**src/rtl/comparador_serial_pkg.sv**
```systemverilog
// Shared codes for the bit-serial comparator: cell state encoding and FSM states.
package comparador_serial_pkg;

  localparam logic [1:0] ESTADO_A = 2'b01;  // equal so far
  localparam logic [1:0] ESTADO_B = 2'b10;  // A>B decided
  localparam logic [1:0] ESTADO_C = 2'b11;  // A<B decided

  typedef enum logic [1:0] {
    REPOSO     = 2'd0,
    COMPARANDO = 2'd1,
    FIN        = 2'd2
  } fsm_e;

endpackage

```
**src/rtl/comparador_serial_celda.sv**
```systemverilog
// Left-to-right iterative comparison cell: consumes one bit pair, advances the {p,q} state.
module celdaTipica
  import comparador_serial_pkg::*;
(
  input  logic p,
  input  logic q,
  input  logic Ai,
  input  logic Bi,
  output logic P,
  output logic Q
);

  logic [1:0] pq_s;

  // Next state: only the "equal so far" state can still move; b and c absorb.
  always_comb begin
    pq_s = ESTADO_A;
    case ({p, q})
      ESTADO_A: begin
        if (Ai == Bi)  pq_s = ESTADO_A;
        else if (Ai)   pq_s = ESTADO_B;
        else           pq_s = ESTADO_C;
      end
      ESTADO_B: pq_s = ESTADO_B;
      ESTADO_C: pq_s = ESTADO_C;
      default:  pq_s = ESTADO_A;
    endcase
  end

  assign P = pq_s[1];
  assign Q = pq_s[0];

endmodule

```
**src/rtl/comparador_serial.sv**
```systemverilog
// Bit-serial unsigned magnitude comparator: feeds one celdaTipica MSB first for N cycles.
module comparador_serial
  import comparador_serial_pkg::*;
#(
  parameter int N = 8
) (
  input  logic         clk,
  input  logic         rst_n,
  input  logic         inicio,
  input  logic [N-1:0] A,
  input  logic [N-1:0] B,
  output logic         ocupado,
  output logic         listo,
  output logic         mayor,
  output logic         menor,
  output logic         igual
);

  localparam int CW = (N > 1) ? $clog2(N) : 1;

  fsm_e          estado_q;
  logic [1:0]    pq_q;
  logic [1:0]    pq_d;
  logic [N-1:0]  sa_q;
  logic [N-1:0]  sb_q;
  logic [CW-1:0] cnt_q;
  logic          ocupado_q;
  logic          listo_q;
  logic          mayor_q;
  logic          menor_q;
  logic          igual_q;

  celdaTipica u_celda (
    .p  (pq_q[1]),
    .q  (pq_q[0]),
    .Ai (sa_q[N-1]),
    .Bi (sb_q[N-1]),
    .P  (pq_d[1]),
    .Q  (pq_d[0])
  );

  // Control FSM with shift registers, bit counter, carried cell state and result flags.
  always_ff @(posedge clk or negedge rst_n) begin
    if (!rst_n) begin
      estado_q  <= REPOSO;
      pq_q      <= ESTADO_A;
      sa_q      <= '0;
      sb_q      <= '0;
      cnt_q     <= '0;
      ocupado_q <= 1'b0;
      listo_q   <= 1'b0;
      mayor_q   <= 1'b0;
      menor_q   <= 1'b0;
      igual_q   <= 1'b0;
    end else begin
      case (estado_q)
        REPOSO: begin
          listo_q <= 1'b0;
          if (inicio) begin
            sa_q      <= A;
            sb_q      <= B;
            pq_q      <= ESTADO_A;
            cnt_q     <= CW'(N - 1);
            mayor_q   <= 1'b0;
            menor_q   <= 1'b0;
            igual_q   <= 1'b0;
            ocupado_q <= 1'b1;
            estado_q  <= COMPARANDO;
          end
        end
        COMPARANDO: begin
          // Always runs the full N bits, even once b or c is reached.
          pq_q  <= pq_d;
          sa_q  <= sa_q << 1;
          sb_q  <= sb_q << 1;
          cnt_q <= cnt_q - CW'(1);
          if (cnt_q == '0) begin
            ocupado_q <= 1'b0;
            estado_q  <= FIN;
          end
        end
        FIN: begin
          // igual is the complement of the decided cases so exactly one flag rises.
          mayor_q  <= (pq_q == ESTADO_B);
          menor_q  <= (pq_q == ESTADO_C);
          igual_q  <= (pq_q != ESTADO_B) && (pq_q != ESTADO_C);
          listo_q  <= 1'b1;
          estado_q <= REPOSO;
        end
        default: begin
          ocupado_q <= 1'b0;
          listo_q   <= 1'b0;
          estado_q  <= REPOSO;
        end
      endcase
    end
  end

  assign ocupado = ocupado_q;
  assign listo   = listo_q;
  assign mayor   = mayor_q;
  assign menor   = menor_q;
  assign igual   = igual_q;

endmodule

```
**config.mk**
```make
export PLATFORM = sky130hd
export DESIGN_NAME = comparador_serial
export DESIGN_NICKNAME = d
export VERILOG_FILES = /design/src/rtl/comparador_serial_pkg.sv /design/src/rtl/comparador_serial_celda.sv /design/src/rtl/comparador_serial.sv
export SDC_FILE = /design/constraint.sdc
export NUM_CORES = 1
export LEC_CHECK = 0
export BUFFER_PORTS_ARGS = -buffer_cell sky130_fd_sc_hd__clkbuf_2
export CAP_MARGIN = 20
export CORE_MARGIN = 3
export CORE_UTILIZATION = 35
export DETAILED_ROUTE_END_ITERATION = 8
export PLACE_DENSITY = 0.59
export SLEW_MARGIN = 15
export SYNTH_ARGS = -nofsm -noshare
export SYNTH_HDL_FRONTEND = slang
export SYNTH_SLANG_ARGS = --single-unit
```
**constraint.sdc**
```tcl
create_clock -name clk -period 1 [get_ports clk]
set_input_delay 0 -clock clk [delete_from_list [all_inputs] [get_ports clk]]
set_output_delay 0 -clock clk [all_outputs]
set_load 0.02 [all_outputs]
```
==> summary.md <==
| Metric | Value |
|---|---|
| Worst reg2reg path depth | `5` |
| # IOs | `24` |
| Final net count | `213` |
| N_diodes | `0` |
| Hold_sp | `B[7]` |
| Syn. warnings | `0` |
| Crit path capture type | `flop` |
| Number of buffers created by CTS | `3` |
| Largest net degree at the start of global routing | `29` |
| Max cap viols | `0` |
| Leading cell type in the layout, fill and taps excluded | `dfrtp_1` |
| Starting Density | `0.3710` |
| Leakage Power | `0.9370 nW` |
| TritonCTS clock tree | `yes` |
| Post-synth top area share | `0.4900` |
| Vias in the first global route | `between 1000 and 1500` |
| Most frequent cells in the layout | `25 x dfrtp_1, 23 x clkbuf_2, 18 x buf_4` |
| TritonRoute pass-1 iters | `4` |
| Area grow syn2layout | `45.83%` |
| Starting DRT DRC Count | `44` |
| Hold WC Path Type | `in -> reg` |
| Post-route ant nets | `0` |
| Port Buffers | `23` |
| Drt drc | `0` |
| Synth area leader | `dfrtp_1` |
| Clock slew at reported path FFs | `around 0.090 ns` |
| Largest fanout on the critical path | `5` |
| Fill cells | `323` |
| Vias per std cell | `5.168` |
| CP required | `approximately 1.2 ns` |
| RD Place Congestion | `0.7207` |
| Mapped Area | `1379 µm²` |
| Rel. slew slack | `0.7594` |
| Tcrit/Tclk final | `1.150` |
| Clock Sinks | `28` |
| Post-placement cell count | `215` |
| Clock Power Share | `0.133` |
| Post-synth net total | `approximately 160` |
| Power Density | `2625 nW/µm²` |
| Status | `finished, violations left` |
| Die width | `68.77 µm` |
| Peak VDD IR | `0.0009463 V` |
| GRT overflow | `0` |
| Worst endpoint data arrival time | `1.36 ns` |
| Endpoint, Worst Hold | `sb_q[7]` |
| Flop-to-flop setup slack | `-0.15 ns` |
| Hold depth | `3` |
| Vias | `roughly 1200` |
| Seq/Total Area, Yosys | `0.5091` |
| CTS H-tree lvls | `1` |
| Critical path class | `reg -> reg` |
| Final Hold Vio Count | `0` |
| Setup crit start kind | `flop` |
| Syn Area/Cell | `10.14 µm²` |
| Post-route design area | `2011 µm²` |
| RR Endpoint | `sa_q[7]` |
| Dpl hpwl | `2.188 mm` |
| Logic pwr share | `0.509` |
| Tot GR Track Use | `0.1519` |
| R2R Path Start | `estado_q[1]` |
| CTS Root Cell | `clkbuf_8` |
| Later-pin clock latency in the skew report | `0.28 ns` |
| Switching Share | `0.3656` |
| Sequential cell fraction of total power | `0.358` |
| Final std cells w/o fill | `238` |
| WHS | `0.0001145 ns` |
| Initial antenna violation count | `0` |
| Unrepaired setup endpoints after global routing | `yes` |
| First-pass GRT wire length | `5.430 mm` |
| Syn Inst Count | `between 100 and 150` |
| FF+latch count, synth | `28` |
| WL per Instance | `~15 µm` |
| Pre-CTS setup slack | `-0.2012 ns` |
| Die area | `4729 µm²` |
| Final Max Slew Viols | `0` |
| Setup violators final | `25` |
| Die Height | `68.77 µm` |
| Dominant cells by area after synthesis | `dfrtp_1 49%, a22oi_1 8.7%, buf_6 4.9%` |
| Synth unique cells | `27` |
| Setup WS post-layout | `-0.1498 ns` |
| Final Skew | `~0.0028 ns` |
| Max Fclk | `0.8697 GHz` |
| Slew at the pin closest to its max-slew limit | `0.3609 ns` |
| Drt total wl | `~3.5 mm` |
| Share of layout cells above drive strength 1 | `0.4474` |
| Failing checks | `negative setup slack` |
| Minimum clock period | `1.150 ns` |
| Core area | `between 3000 and 4000 µm²` |
| DP Area | `1635 µm²` |
| Cell internal pwr | `around 3.3 mW` |
| Row cnt | `22` |
| Switching power | `~1.9 mW` |
| Clk buf depth | `2` |
-- state kept, by name (all words and copies together) (netlist names) --
name      count
sa_q          8
pq_q          2
listo         1
ocupado       1
menor         1
sb_q          8
cnt_q         3
estado_q      2
mayor         1
igual         1
-- cells by family after synthesis --
family / count (synthesis) / share of synthesized area
DFF: 28 / 0.5091
adders and majority gates: 3 / 0.02723
AOI/OAI and AO/OA: 53 / 0.2359
and+or+nand+nor: 36 / 0.1470
buffers and inverters: 16 / 0.08075
-- per-stage QoR --
stage | TNS, ns | util | total power [mW]
6_report | -2.025 | 0.5411 | 5.277
5_1_grt | -3.468 | 0.5411 | 5.656
4_1_cts | -1.608 | 0.5044 | 4.785
3_5_place_dp | -3.255 | 0.4401 | 3.779
3_3_place_gp | -2.599 | 0.4401 | 3.688
2_1_floorplan | -0.2009 | - | 3.107
-- power by group through the flow --
stage                     logic (mW)  clock network (mW)  registers [mW]
after floorplan                 1.28                   0            1.83
after global placement          1.85                   0            1.84
after detailed placement        1.91                   0            1.87
after CTS                       2.22               0.715            1.85
after global routing            2.94               0.778            1.94
final                           2.69               0.701            1.89
-- worst max-delay path by stage --
stage                          end  depth (start not counted)  slack, ns        start
final                      sa_q[7]                          5      -0.15  estado_q[1]
after global routing       sa_q[7]                          5      -0.21  estado_q[1]
after CTS                 cnt_q[1]                          4      -0.09  estado_q[1]
after detailed placement     mayor                          3      -0.20  estado_q[1]
after global placement     sb_q[0]                          3      -0.15  estado_q[1]
after floorplan            sa_q[4]                          4      -0.03  estado_q[0]
-- worst max-delay path: stages (launching register included) --
cell and delay, ns:
dfrtp_2 0.44, buf_6 0.14, nor2b_4 0.18, clkbuf_16 0.18, a22oi_1 0.06, o21ai_1 0.08
-- cell usage after synthesis --
cell        n
a21oi_1    11
a22oi_1    16
a32o_1      1
and2b_1     2
buf_2       1
buf_4       1
buf_6       6
clkbuf_2    1
dfrtp_1    27
dfstp_2     1
ha_1        3
inv_1       6
inv_2       1
nand2_1    16
nand2b_1    1
nand4bb_1   1
nor2_1      4
nor2b_1     8
nor2b_4     2
nor3_1      1
nor3b_2     1
o21ai_0     8
o21ai_1    13
o21ba_2     1
o21bai_1    1
o21bai_2    1
o22ai_1     1
-- layout make-up --
class	count	area [µm²]	area share
sequential	28	704.4	0.3503
multi-input combinational	92	690.7	0.3435
timing repair buffer	59	471.7	0.2346
tap	48	60.06	0.02987
clock buffer	4	55.05	0.02738
inverter	7	28.78	0.01431
-- metal layers --
| metal | GRT usage | share of wire | vias to the layer above |
|---|---|---|---|
| met4 | 0.05839 | 0.018 | 0 |
| met1 | 0.1935 | 0.44 | 601 |
| met2 | 0.2610 | 0.51 | 36 |
| met3 | 0.01945 | 0.037 | 9 |
| li1 | - | - | 584 |
| met5 | 0 | 0 | - |
-- what timing repair did --
item                                    in CTS  in global routing
hold endpoints to repair                    36                  0
hold buffers                                10                  0
pin swaps                                   10                 18
endpoints found under the setup margin      28                 28
buffers inserted                             5                  3
resized for setup                           18                 23
gates cloned                                 0                  1
Power figures use the tool's default switching activity.
